[src/rtl/cfg_frame_loader_pkg.sv]
// Shared types and constants for the configuration frame loader (package cfg_pkg).
package cfg_pkg;

  typedef enum logic [1:0] {
    ST_IDLE   = 2'd0,
    ST_LOAD   = 2'd1,
    ST_CHECK  = 2'd2,
    ST_COMMIT = 2'd3
  } state_e;

  localparam logic [7:0] CRC8_POLY = 8'h07;
  localparam logic [7:0] CRC8_INIT = 8'h00;

  function automatic int ceil_div(input int num, input int den);
    return (num + den - 1) / den;
  endfunction

endpackage

[src/rtl/cfg_frame_loader_if.sv]
// Word-serial config stream in, wide active config bus out.
interface cfg_frame_loader_if #(
  parameter int CFG_W  = 248,
  parameter int WORD_W = 8
);
  logic              cfg_start;
  logic              cfg_valid;
  logic              cfg_ready;
  logic [WORD_W-1:0] cfg_data;
  logic [CFG_W-1:0]  c_out;
  logic              cfg_done;
  logic              cfg_err;

  modport master (
    output cfg_start, cfg_valid, cfg_data,
    input  cfg_ready, c_out, cfg_done, cfg_err
  );

  modport slave (
    input  cfg_start, cfg_valid, cfg_data,
    output cfg_ready, c_out, cfg_done, cfg_err
  );
endinterface

[src/rtl/cfg_frame_loader_crc8.sv]
// Combinational CRC-8 update over one WORD_W word, MSB first (module cfg_crc8_step).
module cfg_crc8_step
  import cfg_pkg::*;
#(
  parameter int WORD_W = 8
) (
  input  logic [7:0]        crc_in,
  input  logic [WORD_W-1:0] data,
  output logic [7:0]        crc_out
);

  always_comb begin
    crc_out = crc_in;
    for (int i = WORD_W - 1; i >= 0; i--) begin
      if (crc_out[7] ^ data[i]) crc_out = {crc_out[6:0], 1'b0} ^ CRC8_POLY;
      else                      crc_out = {crc_out[6:0], 1'b0};
    end
  end

endmodule

[src/rtl/cfg_frame_loader.sv]
// Shadow-loads a config frame word by word and commits it atomically to c_out.
// Optional trailer CRC-8 check is enabled by defining CFG_FRAME_CRC_EN.
module cfg_frame_loader
  import cfg_pkg::*;
#(
  parameter int CFG_W  = 248,
  parameter int WORD_W = 8
) (
  input logic               clk,
  input logic               rst,
  cfg_frame_loader_if.slave bus
);

  localparam int NWORDS = ceil_div(CFG_W, WORD_W);
  localparam int SH_W   = NWORDS * WORD_W;
  localparam int CNT_W  = (NWORDS > 1) ? $clog2(NWORDS) : 1;
  localparam logic [CNT_W-1:0] LAST_CNT = CNT_W'(NWORDS - 1);

  state_e                   state_q, state_d;
  logic [CNT_W-1:0]         cnt_q, cnt_d;
  logic [SH_W-1:0]          shadow_q, shadow_d;
  logic [CFG_W-1:0]         c_out_q, c_out_d;
  logic                     done_q, done_d;
  logic                     err_q, err_d;
  logic                     ready;
  logic [SH_W+WORD_W-1:0]   shift_cat;

`ifdef CFG_FRAME_CRC_EN
  logic [7:0] crc_q, crc_d, crc_next;

  cfg_crc8_step #(.WORD_W(WORD_W)) u_crc (
    .crc_in  (crc_q),
    .data    (bus.cfg_data),
    .crc_out (crc_next)
  );
`endif

  // Incoming word enters at the top so the first word ends up at the LSB end.
  assign shift_cat = {bus.cfg_data, shadow_q};

  always_comb begin
    state_d  = state_q;
    cnt_d    = cnt_q;
    shadow_d = shadow_q;
    c_out_d  = c_out_q;
    done_d   = 1'b0;
    err_d    = 1'b0;
    ready    = 1'b0;
`ifdef CFG_FRAME_CRC_EN
    crc_d    = crc_q;
`endif
    case (state_q)
      ST_IDLE: begin
        if (bus.cfg_start) begin
          state_d = ST_LOAD;
          cnt_d   = '0;
`ifdef CFG_FRAME_CRC_EN
          crc_d   = CRC8_INIT;
`endif
        end
      end
      ST_LOAD: begin
        ready = ~bus.cfg_start;
        if (bus.cfg_start) begin
          err_d = 1'b1;
          cnt_d = '0;
`ifdef CFG_FRAME_CRC_EN
          crc_d = CRC8_INIT;
`endif
        end else if (bus.cfg_valid) begin
          shadow_d = shift_cat[SH_W+WORD_W-1:WORD_W];
          cnt_d    = cnt_q + 1'b1;
`ifdef CFG_FRAME_CRC_EN
          crc_d    = crc_next;
          if (cnt_q == LAST_CNT) state_d = ST_CHECK;
`else
          if (cnt_q == LAST_CNT) state_d = ST_COMMIT;
`endif
        end
      end
`ifdef CFG_FRAME_CRC_EN
      ST_CHECK: begin
        ready = ~bus.cfg_start;
        if (bus.cfg_start) begin
          err_d   = 1'b1;
          cnt_d   = '0;
          crc_d   = CRC8_INIT;
          state_d = ST_LOAD;
        end else if (bus.cfg_valid) begin
          if (bus.cfg_data[7:0] == crc_q) begin
            state_d = ST_COMMIT;
          end else begin
            err_d   = 1'b1;
            state_d = ST_IDLE;
          end
        end
      end
`endif
      ST_COMMIT: begin
        c_out_d = shadow_q[CFG_W-1:0];
        done_d  = 1'b1;
        state_d = ST_IDLE;
      end
      default: state_d = ST_IDLE;
    endcase
  end

  always_ff @(posedge clk) begin
    if (rst) begin
      state_q  <= ST_IDLE;
      cnt_q    <= '0;
      shadow_q <= '0;
      c_out_q  <= '0;
      done_q   <= 1'b0;
      err_q    <= 1'b0;
`ifdef CFG_FRAME_CRC_EN
      crc_q    <= CRC8_INIT;
`endif
    end else begin
      state_q  <= state_d;
      cnt_q    <= cnt_d;
      shadow_q <= shadow_d;
      c_out_q  <= c_out_d;
      done_q   <= done_d;
      err_q    <= err_d;
`ifdef CFG_FRAME_CRC_EN
      crc_q    <= crc_d;
`endif
    end
  end

  assign bus.cfg_ready = ready;
  assign bus.c_out     = c_out_q;
  assign bus.cfg_done  = done_q;
  assign bus.cfg_err   = err_q;

endmodule
[src/flat_wrapper.sv]
// flat-port wrapper written by rule: the top's interface ports become plain ports
module cfg_frame_loader_flat import cfg_pkg::*;
#(
  parameter int CFG_W  = 248,
  parameter int WORD_W = 8
)
  (clk, rst, bus_cfg_start, bus_cfg_valid, bus_cfg_data, bus_cfg_ready, bus_c_out, bus_cfg_done, bus_cfg_err);
  cfg_frame_loader_if #(.CFG_W(CFG_W), .WORD_W(WORD_W)) bus_i ();
  input logic clk;
  input logic rst;
  input wire logic [$bits(bus_i.cfg_start)-1:0] bus_cfg_start;
  input wire logic [$bits(bus_i.cfg_valid)-1:0] bus_cfg_valid;
  input wire logic [$bits(bus_i.cfg_data)-1:0] bus_cfg_data;
  output wire logic [$bits(bus_i.cfg_ready)-1:0] bus_cfg_ready;
  output wire logic [$bits(bus_i.c_out)-1:0] bus_c_out;
  output wire logic [$bits(bus_i.cfg_done)-1:0] bus_cfg_done;
  output wire logic [$bits(bus_i.cfg_err)-1:0] bus_cfg_err;
  assign bus_i.cfg_start = bus_cfg_start;
  assign bus_i.cfg_valid = bus_cfg_valid;
  assign bus_i.cfg_data = bus_cfg_data;
  assign bus_cfg_ready = bus_i.cfg_ready;
  assign bus_c_out = bus_i.c_out;
  assign bus_cfg_done = bus_i.cfg_done;
  assign bus_cfg_err = bus_i.cfg_err;
  cfg_frame_loader #(.CFG_W(CFG_W), .WORD_W(WORD_W)) u_core (.clk(clk), .rst(rst), .bus(bus_i));
endmodule
[config.mk]
export PLATFORM = sky130hd
export DESIGN_NAME = cfg_frame_loader_flat
export DESIGN_NICKNAME = d
export VERILOG_FILES = /design/src/rtl/cfg_frame_loader_pkg.sv /design/src/rtl/cfg_frame_loader_if.sv /design/src/rtl/cfg_frame_loader_crc8.sv /design/src/rtl/cfg_frame_loader.sv /design/src/flat_wrapper.sv
export SDC_FILE = /design/constraint.sdc
export NUM_CORES = 1
export LEC_CHECK = 0
export CAP_MARGIN = 20
export CORE_MARGIN = 2
export CORE_UTILIZATION = 45
export DETAILED_ROUTE_END_ITERATION = 6
export PLACE_DENSITY = 0.69
export SKIP_LAST_GASP = 1
export SLEW_MARGIN = 20
export SYNTH_ARGS = -nofsm -noshare
export SYNTH_HDL_FRONTEND = slang
export SYNTH_SLANG_ARGS = --single-unit
[constraint.sdc]
create_clock -name clk -period 1.73 [get_ports clk]
set_input_delay 0.173 -clock clk [delete_from_list [all_inputs] [get_ports clk]]
set_output_delay 0.173 -clock clk [all_outputs]
set_load 0.01 [all_outputs]
# Word level (Yosys, flattened, before mapping)
# Index checks and enable logic that the tools add are counted.
[op_classes]
n_addsub = 1
eq_ne = 8
muxes = 12
bitwise_logic = 2
reduce_logical = 6
[op_table]
columns = ["operator", "count"]
rows = [
  ["$mux 5", 3],
  ["$pmux 5 s2", 1],
  ["$mux 2", 4],
  ["$ne 2x2->1 const B", 3],
  ["$reduce_and 3->1", 2],
  ["$add 5x1->5 const B", 1],
  ["$eq 5x5->1 const B", 1],
  ["$pmux 2 s2", 1],
  ["$reduce_and 4->1", 1],
  ["$mux 1", 3],
  ["$ne 3x3->1 const B", 1],
  ["$eq 2x1->1 const B", 1],
  ["$eq 2x2->1 const B", 1],
  ["$logic_not 2->1", 1],
  ["$ne 2x1->1 const B", 1],
  ["$not 1->1", 2],
  ["$reduce_bool 2->1", 1],
  ["$reduce_or 2->1", 1],
]
[totals]
reg_bits = 505
out_inout_bits = 251
elab_cells = 35

# Depth between registers and ports, before layout
[depth]
ltp_word = 5
depth_mapped = 7

# Least setup slack after synthesis
# Ideal clock, no wire load.
[synth_path]
path_type = "flip-flop to flip-flop"
start = "register u_core.state_q[1]"
end = "register u_core.c_out_q[185] (netlist: u_core.bus.c_out[185])"
t_arrival_ns = 1.226
path_slack_ns = 0.434
stages_incl_launch_ff = 7
path_buffers = 3
synth_period_minus_slack_ns = 1.296
cell_sequence = "dfxtp_1 buf_2 nand2_1 buf_2 buf_1 nand2_1 a21oi_1"
[synth_between]
elab_chain_cells = 1
[synth_rtl]
columns = ["element", "line_no", "source"]
rows = [
  ["from (decl)", "cfg_frame_loader.sv:19", "state_e state_q, state_d;"],
  ["from (signal assigned)", "cfg_frame_loader.sv:120", "state_q <= state_d;"],
  ["$eq 2x2->1", "cfg_frame_loader.sv:52", "case (state_q)"],
  ["to (signal assigned)", "cfg_frame_loader.sv:123", "c_out_q <= c_out_d;"],
  ["to (decl)", "cfg_frame_loader.sv:22", "logic [CFG_W-1:0] c_out_q, c_out_d;"],
]
# No other way between the ends.
# A chain may end at the register's enable or synchronous reset.

# Worst setup path after layout
[layout_path]
start = "register u_core.c_out_q[156] (netlist: u_core.bus.c_out[156])"
end = "output port bus_c_out[156]"
[layout_rtl]
columns = ["element", "line_no", "source"]
rows = [
  ["to (decl)", "flat_wrapper.sv:15", "output wire logic [$bits(bus_i.c_out)-1:0] bus_c_out;"],
]
# No word-level cell between the ends.

==> flow_metrics.py <==
metrics = {
    "timing": {
        "fmax_mhz": 592,
        "skew_ns": 0.00783,
        "fin_setup_tns_ns": 0,
        "slew_headroom": 0.720,
        "rsz0062_at_grt": "false",
        "holdWs_ns": 0.153,
        "hold_viol_final": 0,
        "drv_slew": 0,
        "fin_crit_ns": 1.69,
        "finalCritPeriodShare": 0.976,
        "timing.final.ws_setup_ns": 0.0415,
        "setup_viol": 0,
        "worst_pin_slew_ns": 0.419,
    },
    "finish": {
        "antenna_cells": 0,
        "final_nets": 2424,
        "seqCellArea_um2": 10100,
        "mostFrequentLayoutCells": "995 x nand2_1, 503 x dfxtp_1, 497 x a21oi_1",
        "multi_input_area_um2": 6470,
        "syn2layout_area_growth_pct": 29.9,
        "layout-drive-gt1-share": 0.0620,
        "fillers": 3355,
        "fin_util": 0.596,
        "mostFrequentLayoutCell": "nand2_1",
        "layout.cells.non_filler": 2962,
    },
    "critical_path": {
        "crit_buf_inv": 1,
        "timing.rr.end": "u_core.shadow_q[47]",
        "required_ns": 1.56,
        "slowest_delay_ns": 0.56,
        "r2r-start": "u_core.state_q[1]",
        "rrSetupSlack_ns": 0.20,
        "worstSetupPathType": "register to output pin",
        "arrival_ns": 1.52,
        "cp_num_cells": 1,
        "crit_family": "buffers and inverters",
        "reg2reg_depth": 6,
        "end_kind": "output pin",
        "cp_max_fo": 2,
        "cp_cell_sequence": "clkdlybuf4s50_1",
        "startpoint_type": "register",
        "cp_slowest_cell": "clkdlybuf4s50_1",
    },
    "power": {
        "p_sw_mw": 4.75,
        "p_leak_nw": 7.36,
        "pwr-share-comb": 0.021,
        "p_per_area_nw_per_um2": 1020,
        "p_seq_frac": 0.508,
        "p_int_mw": 18.2,
        "netSwitchingFraction": 0.207,
        "clkPwrFrac": 0.471,
        "vdd_drop_max_v": 0.000744,
    },
    "global_route": {
        "grt_pass1_vias": 14000,
        "grt_pass1_wl_mm": 72.7,
        "grt_overflow": 0,
        "antenna_found_initial": 1,
        "grtUsageTotal": 0.218,
        "grt_max_degree": 79,
    },
    "routing": {
        "drcViolationCount": 0,
        "ant_nets": 0,
        "wl_per_cell_um": 15.1,
        "drtIter0Drc": 970,
        "via_count": 15000,
        "wl_mm": 44.8,
        "routed_via_density": 5.07,
        "detailedRoute.firstPassIterationCount": 5,
    },
    "status": {
        "status": "complete, no violations",
    },
    "min_path": {
        "hold_class": "input port to register",
        "whs_endpoint": "u_core.shadow_q[242]",
        "min-delay-start": "bus_cfg_data[2]",
        "min_delay_path_depth": 3,
    },
    "synthesis": {
        "synth_cell_type_count": 31,
        "syn_area_um2": 17300,
        "synth-seq-cells": 505,
        "syn-num-nets": 2212,
        "ys_seq_area_frac": 0.584,
        "ys_warn_count": 0,
        "netlist_instances": 2198,
        "avgSynthCellArea_um2": 7.88,
    },
    "clock_network": {
        "numCtsBuffers": 50,
        "clk_path_buf_depth": 3,
        "h-tree-depth": 2,
        "tritoncts": "built",
        "ctsRootBufferMaster": "clkbuf_16",
        "clk_pin_slew_ns": 0.06,
        "insertion_delay_ns": 0.57,
        "clock_sinks": 505,
    },
    "floorplan": {
        "dieArea_um2": 40100,
        "die_width_um": 200,
        "core_area_um2": 37800,
        "num_io_pins": 263,
        "rows": 71,
        "die_y_um": 200,
        "initial_core_util": 0.459,
    },
    "placed_design": {
        "place_worst_setup_slack_ns": -0.0641,
        "dpl.cell_count": 2867,
        "io_buffers": 262,
        "routabilityCongestion": 0.816,
        "hpwl_mm": 30.0,
    },
    "run": {
        "cap_violations": 0,
    },
}
## cells in the mapped netlist
cell,number,share of area
and3_1,1,0.00036
buf_2,79,0.023
o31ai_1,1,0.00043
nand2_1,996,0.22
inv_1,4,0.00087
and4_1,1,0.00051
mux2i_1,1,0.00058
nor3b_1,1,0.00043
a211o_1,1,0.00051
o32ai_1,1,0.00051
nand4b_1,1,0.00051
clkbuf_1,78,0.017
nand3_1,1,0.00029
a221oi_1,2,0.0010
and4bb_1,1,0.00072
buf_6,1,0.00065
o21ai_0,2,0.00058
or4_1,1,0.00043
a21oi_2,1,0.00051
dfxtp_1,505,0.58
nor2_1,3,0.00065
or3_1,1,0.00036
nor3_1,1,0.00029
nor4_1,1,0.00036
buf_1,7,0.0015
and2_1,1,0.00036
nand4bb_1,1,0.00065
ha_1,2,0.0014
o211ai_1,1,0.00043
buf_4,4,0.0017
a21oi_1,497,0.14
## kinds of logic (layout without fill, tap and decap cells)
| kind of cell | count (synthesis) | count (layout) | synth area share |
|---|---|---|---|
| compound gates | 506 | 506 | 0.148 |
| fa+ha+maj | 2 | 2 | 0.00145 |
| buf+inv | 173 | 426 | 0.0445 |
| flops | 505 | 505 | 0.584 |
| mux | 1 | 1 | 0.000578 |
| simple gates | 1011 | 1011 | 0.222 |
## worst min-delay path, stage by stage
cell and delay [ns]:
clkdlybuf4s50_1 0.40, nand2_1 0.05, a21oi_1 0.05
## final cells by class
| class | count | share of cell area |
|---|---|---|
| Sequential cell | 505 | 0.450 |
| Inverter | 4 | 0.000667 |
| Clock buffer | 81 | 0.0690 |
| Multi-Input combinational cell | 1520 | 0.287 |
| Timing Repair Buffer | 329 | 0.160 |
| Clock inverter | 12 | 0.00501 |
| Tap cell | 511 | 0.0284 |
## worst max-delay path by stage
stage / startpoint / to / slack [ns]
2_1_floorplan: u_core.state_q[1] / u_core.bus.c_out[185] / 0.43
6_report: u_core.bus.c_out[156] / bus_c_out[156] / 0.04
4_1_cts: u_core.bus.c_out[142] / bus_c_out[142] / 0.003
5_1_grt: u_core.bus.c_out[243] / bus_c_out[243] / 0.004
3_5_place_dp: bus_cfg_start / u_core.shadow_q[53] / -0.06
3_3_place_gp: bus_cfg_start / u_core.shadow_q[53] / -0.05
## registers in the layout (all words and copies together), names as in the netlist
register / count
u_core.cnt_q: 5
u_core.state_q: 2
u_core.bus.c_out: 248
u_core.bus.cfg_done: 1
u_core.bus.cfg_err: 1
u_core.shadow_q: 248
## power groups by stage
| stage | Clock (mW) | Sequential (mW) | Combinational (mW) |
|---|---|---|---|
| final | 10.8 | 11.6 | 0.492 |
| after global routing | 11.5 | 11.6 | 0.537 |
| after CTS | 11.0 | 11.6 | 0.493 |
| after detailed placement | 0 | 11.9 | 0.490 |
| after global placement | 0 | 11.9 | 0.489 |
| after floorplan | 0 | 11.9 | 0.292 |
## stage by stage
step	total power, mW	area, um2
2_1_floorplan	12.2	17300
3_3_place_gp	12.4	20800
3_5_place_dp	12.4	20800
4_1_cts	23.1	22500
5_1_grt	23.7	22500
6_report	22.9	22500
## repair_timing
item / 4_1_cts / 5_1_grt
gates cloned: 0 / 0
setup endpoints to repair: 1 / 6
hold buffers: 1 / 0
gates resized for setup: 5 / 6
buffers inserted: 1 / 0
endpoints found under the hold margin: 20 / 0
## per-layer routing
layer / track usage / vias up / routed length, um
met4: 0.0642 / 2 / 932
met1: 0.296 / 7057 / 20100
met2: 0.352 / 403 / 20900
met3: 0.0444 / 65 / 2820
li1: - / 7477 / -
met5: 0 / - / 13
Power figures use the tool's default switching activity.
